[config.mk]
export PLATFORM = sky130hd
export DESIGN_NAME = skew_rd_ctrl
export DESIGN_NICKNAME = d
export VERILOG_FILES = /design/src/rtl/skew_rd_ctrl.sv
export SDC_FILE = /design/constraint.sdc
export NUM_CORES = 1
export LEC_CHECK = 0
export CORE_MARGIN = 2
export CORE_UTILIZATION = 35
export CTS_CLUSTER_SIZE = 16
export DETAILED_ROUTE_END_ITERATION = 12
export GPL_ROUTABILITY_DRIVEN = 1
export RECOVER_POWER = 25
export SYNTH_ARGS = -nofsm -noshare
export SYNTH_HDL_FRONTEND = slang
export SYNTH_SLANG_ARGS = --single-unit
[constraint.sdc]
create_clock -name clk -period 3.05 [get_ports clk]
set_input_delay 0.305 -clock clk [delete_from_list [all_inputs] [get_ports clk]]
set_output_delay 0.305 -clock clk [all_outputs]
set_load 0.01 [all_outputs]
[src/rtl/skew_rd_ctrl.sv]
// Skewed read sequencer for the banked input memory feeding the systolic array.
// Bank 0 reads base..base+num_rows-1; every further bank repeats that run one
// issue step later, so the banks present a diagonal wavefront. A stall freezes
// the issue counter and the skew chain and drops all enables for that step.
module skew_rd_ctrl #(
    parameter int unsigned width_height = 4,
    parameter int unsigned ADDR_W       = 8
) (
    input  logic                             clk,
    input  logic                             reset,
    input  logic                             start,
    input  logic [ADDR_W-1:0]                base_addr,
    input  logic [ADDR_W-1:0]                num_rows,
    input  logic                             stall,
    output logic                             busy,
    output logic                             done,
    output logic [width_height-1:0]          rd_en,
    output logic [width_height*ADDR_W-1:0]   rd_addr,
    output logic [width_height-1:0]          data_valid
);

    typedef enum logic [1:0] {StIdle, StRun, StDrain, StFin} state_t;

    state_t state_q, state_d;

    logic [ADDR_W-1:0] base_q, base_d;
    logic [ADDR_W-1:0] num_q, num_d;
    logic [ADDR_W-1:0] k_q, k_d;

    // Skew chain: element i holds the last issued (en, addr) of bank i. It only
    // moves on non-stalled steps; rd_en is the chain enable gated by stall.
    logic [width_height-1:0]             chain_en_q, chain_en_d;
    logic [width_height-1:0][ADDR_W-1:0] chain_addr_q, chain_addr_d;

    logic [width_height-1:0] rd_en_q, rd_en_d;
    logic [width_height-1:0] dv_q;
    logic                    busy_q, done_q;
    logic                    issue;

    assign busy       = busy_q;
    assign done       = done_q;
    assign rd_en      = rd_en_q;
    assign rd_addr    = chain_addr_q;
    assign data_valid = dv_q;

    // State register.
    always_ff @(posedge clk or posedge reset) begin
        if (reset) begin
            state_q <= StIdle;
        end else begin
            state_q <= state_d;
        end
    end

    // Next-state logic; FIN is entered on the edge after the last bank's last enable.
    always_comb begin
        state_d = state_q;
        unique case (state_q)
            StIdle: begin
                if (start) begin
                    state_d = (num_rows == '0) ? StFin : StRun;
                end
            end
            StRun: begin
                if (!stall && (k_q == num_q)) begin
                    state_d = StDrain;
                end
            end
            StDrain: begin
                if (rd_en_q[width_height-1] && (chain_en_q[width_height-2:0] == '0)) begin
                    state_d = StFin;
                end
            end
            StFin: begin
                state_d = StIdle;
            end
            default: state_d = StIdle;
        endcase
    end

    // Next values for the counter, skew chain and registered outputs.
    always_comb begin
        base_d       = base_q;
        num_d        = num_q;
        k_d          = k_q;
        chain_en_d   = chain_en_q;
        chain_addr_d = chain_addr_q;
        rd_en_d      = '0;
        issue        = (state_q == StRun) && (k_q != num_q);

        unique case (state_q)
            StIdle: begin
                if (start) begin
                    base_d          = base_addr;
                    num_d           = num_rows;
                    k_d             = 8'd1;
                    chain_en_d      = {{(width_height-1){1'b0}}, (num_rows != '0)};
                    chain_addr_d[0] = base_addr;
                    rd_en_d         = chain_en_d;
                end
            end
            StRun, StDrain: begin
                if (!stall) begin
                    chain_en_d      = {chain_en_q[width_height-2:0], issue};
                    chain_addr_d[0] = base_q + k_q;
                    for (int i = 1; i < width_height; i++) begin
                        chain_addr_d[i] = chain_addr_q[i-1];
                    end
                    if (issue) begin
                        k_d = k_q + 8'd1;
                    end
                    rd_en_d = chain_en_d;
                end
            end
            StFin: begin
                chain_en_d = '0;
            end
            default: ;
        endcase
    end

    // Datapath and output registers.
    always_ff @(posedge clk or posedge reset) begin
        if (reset) begin
            base_q       <= '0;
            num_q        <= '0;
            k_q          <= '0;
            chain_en_q   <= '0;
            chain_addr_q <= '0;
            rd_en_q      <= '0;
            dv_q         <= '0;
            busy_q       <= 1'b0;
            done_q       <= 1'b0;
        end else begin
            base_q       <= base_d;
            num_q        <= num_d;
            k_q          <= k_d;
            chain_en_q   <= chain_en_d;
            chain_addr_q <= chain_addr_d;
            rd_en_q      <= rd_en_d;
            dv_q         <= rd_en_q;
            busy_q       <= (state_d != StIdle);
            done_q       <= (state_d == StFin);
        end
    end

endmodule

==> impl_summary.md <==
Global route
The total overflow reported by the global router is 0. The maximum number of pins on one net before global-route repair is 38. The total global routing track utilization is 14.9%. The first-pass GRT wire length is 12.3 mm. The number of global-route vias before repair is 2,550. The initial antenna violation count was 0.

Floorplan
The floorplan die area is 0.0107 mm^2. The placeable core region is 0.00968 mm^2. The top-level port count is 62. The die boundary width is 103 um.

The die is 103 um tall. The effective utilization at floorplan is 35.7%. The standard-cell row count is 36.

Cells and area
The proportion of layout cells with a drive suffix above 1 is 10.6%. The post-layout net count is 444. Leaving out filler cells and counting taps, the final layout contains 549. The number of antenna cells inserted is 0. The multi-input combinational cells in the finished layout cover a total of 0.00157 mm^2. The footprint of the flip-flops and latches is 0.00178 mm^2. The final core utilization is 45.1%. The number of fill cells in the layout is 941. The area growth from synthesis to layout is 26.3%.

Timing
The final worst-path cycle share is 80.9%. Across all hold checks on the routed design, the worst slack comes to 374 ps. The number of max-slew violations in the final report is 0. The final setup violation count is 0. The minimum period implied by the final worst setup slack is 2470 ps. The worst clock skew is 6.43 ps.

Measured against its own limit, the worst slew margin works out to 11.7%. Setup repair after global routing left no endpoint under its margin. Based on the critical path, the design can be clocked at up to 405 MHz. The total count of hold-check failures in the final report is 0. After routing, the total negative slack on setup checks comes to 0 ps. The actual transition at the worst max-transition pin is 1320 ps. Setup slack on the critical path of the routed design comes to 584 ps.

CTS
In this run, CTS created clock tree buffers numbering 9. The largest buffer count on any clock path is 2. The clock drives 71 sinks. TritonCTS built the clock tree.

The cell at the root of the clock tree is sky130_fd_sc_hd__clkbuf_8. At the later pin of the worst-skew pair, clock insertion delay measures 340 ps. The total setup buffers inserted after CTS is 0.

After clock tree synthesis, the clock-pin slew on the worst setup and hold paths is 70 ps. Post-CTS repair changed the size of 0 cells. The number of hold buffers added after CTS was 0. The H-tree depth reported by CTS is 3.

Drt
After detailed routing, the number of remaining DRC violations is 0. Summing over every cut layer, the via total after detailed routing is 2,640. For this run, the detailed router's first-pass iteration total came to 4. The overall routed net length is 7.58 mm. The post-detailed-route via-to-cell ratio is 4.81.

In the final routed layout, each cell accounts on average for 13.8 um. The number of design-rule violations left by the first detailed-router iteration is 130. The post-detailed-route count of antenna-violating nets is 0.

Logic synthesis
Summing the sequential cell areas from Yosys gives 51.4% of the chip area. The most used flip-flop cell after synthesis is sky130_fd_sc_hd__dfrtp_1. The yosys synthesis warning count is 0. Yosys attributes the largest share of cell area to sky130_fd_sc_hd__dfrtp_1, sky130_fd_sc_hd__nand2_1, sky130_fd_sc_hd__mux2_2.

Each instance of the synthesized netlist takes up on average 9.94 um^2. In this run, synthesis inferred 0 flip-flops with an integrated enable. The number of standard cells after synthesis is 348.

Summing every instance area after synthesis gives 0.00346 mm^2. The count of state elements after synthesis is 71. Yosys instantiated no cell more often than sky130_fd_sc_hd__nand2_1. The net count after synthesis is 381. After synthesis, the share of flip-flops with an asynchronous set or reset is 100%. After synthesis, the most frequently instantiated cells are sky130_fd_sc_hd__nand2_1, sky130_fd_sc_hd__dfrtp_1, sky130_fd_sc_hd__o21ai_0. Counting distinct cell types in the post-synthesis netlist gives 55.

The cell type with the highest aggregate area in the netlist is sky130_fd_sc_hd__dfrtp_1. After synthesis, the largest area contributor takes up 51.4% of total cell area.

Setup path
The critical path crosses 7 cells after its start point. The most critical setup path has its startpoint at state_q[0]. The endpoint class of the critical path is a flip-flop. Broken down by cell family, the worst path's largest delay share belongs to adder cells. Data arrives at the worst endpoint at 2680 ps.

The critical path goes through inv_1 -> ha_1 -> and3b_1 -> a22oi_2 -> nor3b_1 -> a2111oi_0 -> nand3_1. The startpoint identified for the worst register-to-register timing path is state_q[0]. The standard cell with the maximum stage delay on the critical path is sky130_fd_sc_hd__ha_1. The critical path buffer and inverter count is 1. The maximum fanout encountered on the critical timing path is 17. The logic depth of the worst register-to-register path is 7.

The setup slack on the worst flop-to-flop path is 580 ps. The critical path startpoint category is a flip-flop. For this run, the slowest stage of the critical path takes 650 ps. Data on the critical path is required at its endpoint by 3260 ps.

The critical path in this run is classified as reg -> reg.

Outcome
The run finished with clean final reports.

Min path
The worst hold path begins at rd_en[1]. The worst hold path was traced through 0 stages. The worst hold path belongs to the class reg -> reg.

Placement
Before CTS, the worst setup slack after placement is 605 ps. During placement, the flow inserted port buffers numbering 61. The number of placed instances, taps included, is 533. The final RePlAce weighted congestion is 0.844. The detailed placer's ending HPWL is 5.64 mm.

Pwr
The worst vdd rail ir drop is 0.000261 V. The leakage power is 2.01 nW. The areal power density over the cells is 998 mW/mm^2.

Run
Across the run, the number of max-cap violations was 0.
power breakdown:
| part | internal [W] | total (W) | switching (W) |
|---|---|---|---|
| clock network | 0.000292 | 0.000638 | 0.000346 |
| registers | 0.00133 | 0.00167 | 0.000331 |
| logic | 0.00103 | 0.00206 | 0.00103 |
layout by cell type (no fill, tap or decap), types with 5 or more instances in the layout:
cell / n
sky130_fd_sc_hd__nand2_1: 99
sky130_fd_sc_hd__o211ai_1: 5
sky130_fd_sc_hd__inv_1: 13
sky130_fd_sc_hd__a21oi_1: 9
sky130_fd_sc_hd__o21ai_0: 17
sky130_fd_sc_hd__mux2_2: 14
sky130_fd_sc_hd__clkdlybuf4s50_1: 60
sky130_fd_sc_hd__mux2i_1: 5
sky130_fd_sc_hd__dfrtp_1: 71
sky130_fd_sc_hd__ha_1: 12
sky130_fd_sc_hd__nand3_1: 9
sky130_fd_sc_hd__xor2_1: 10
sky130_fd_sc_hd__clkbuf_8: 9
sky130_fd_sc_hd__nor3b_1: 5
sky130_fd_sc_hd__nor2_1: 7
path summary, 6_finish.rpt:
check                           endpoint
setup / recovery              rd_addr[6]
hold / removal             data_valid[1]
setup reg to reg              rd_addr[6]
hold reg to reg            data_valid[1]
max in group asynchronous      base_q[4]
min in group asynchronous  data_valid[3]
state kept, by name, indices dropped and copies added, names as in the netlist:
register / cells
rd_en: 4
done: 1
busy: 1
k_q: 8
rd_addr: 32
state_q: 2
data_valid: 4
base_q: 8
chain_en_q: 3
num_q: 8
kinds of logic (layout without fill, tap and decap cells):
logic type / count (synthesis) / after routing / synth area share, %
XOR/XNOR: 13 / 13 / 3.29
AO/OA/AOI/OAI: 57 / 57 / 11.2
flip-flops: 71 / 71 / 51.4
buffers and inverters: 26 / 94 / 3.22
multiplexers: 20 / 20 / 6.44
adder cells (fa/ha/maj): 13 / 13 / 4.92
AND/OR/NAND/NOR: 148 / 148 / 19.6
worst reg2reg max path, stage by stage, from the launching register on:
cell	delay, ps
sky130_fd_sc_hd__dfrtp_1	440
sky130_fd_sc_hd__inv_1	90
sky130_fd_sc_hd__ha_1	650
sky130_fd_sc_hd__and3b_1	360
sky130_fd_sc_hd__a22oi_2	240
sky130_fd_sc_hd__nor3b_1	80
sky130_fd_sc_hd__a2111oi_0	350
sky130_fd_sc_hd__nand3_1	130
through the flow:
step	instance area [um^2]	total power [W]
3_5_place_dp	4220	0.00376
6_report	4370	0.00436
4_1_cts	4380	0.00442
2_1_floorplan	3460	0.00296
3_3_place_gp	4220	0.00371
5_1_grt	4370	0.00473
final cells by class:
| cell class | count | share of cell area, % |
|---|---|---|
| Sequential cell | 71 | 40.7 |
| Multi-Input combinational cell | 251 | 36.0 |
| Timing Repair Buffer | 65 | 14.6 |
| Tap cell | 133 | 3.81 |
| Clock buffer | 10 | 2.92 |
| Inverter | 13 | 1.12 |
| Clock inverter | 6 | 0.859 |
metal layers:
layer / routed length [um] / up-vias / GRT usage [%]
met4: 116 / 0 / 6.58
li1: - / 1316 / -
met2: 3600 / 51 / 24.8
met3: 301 / 9 / 2.82
met5: 0 / - / 0
met1: 3560 / 1264 / 18.9
Note: power is estimated with default switching activity, not from simulation.
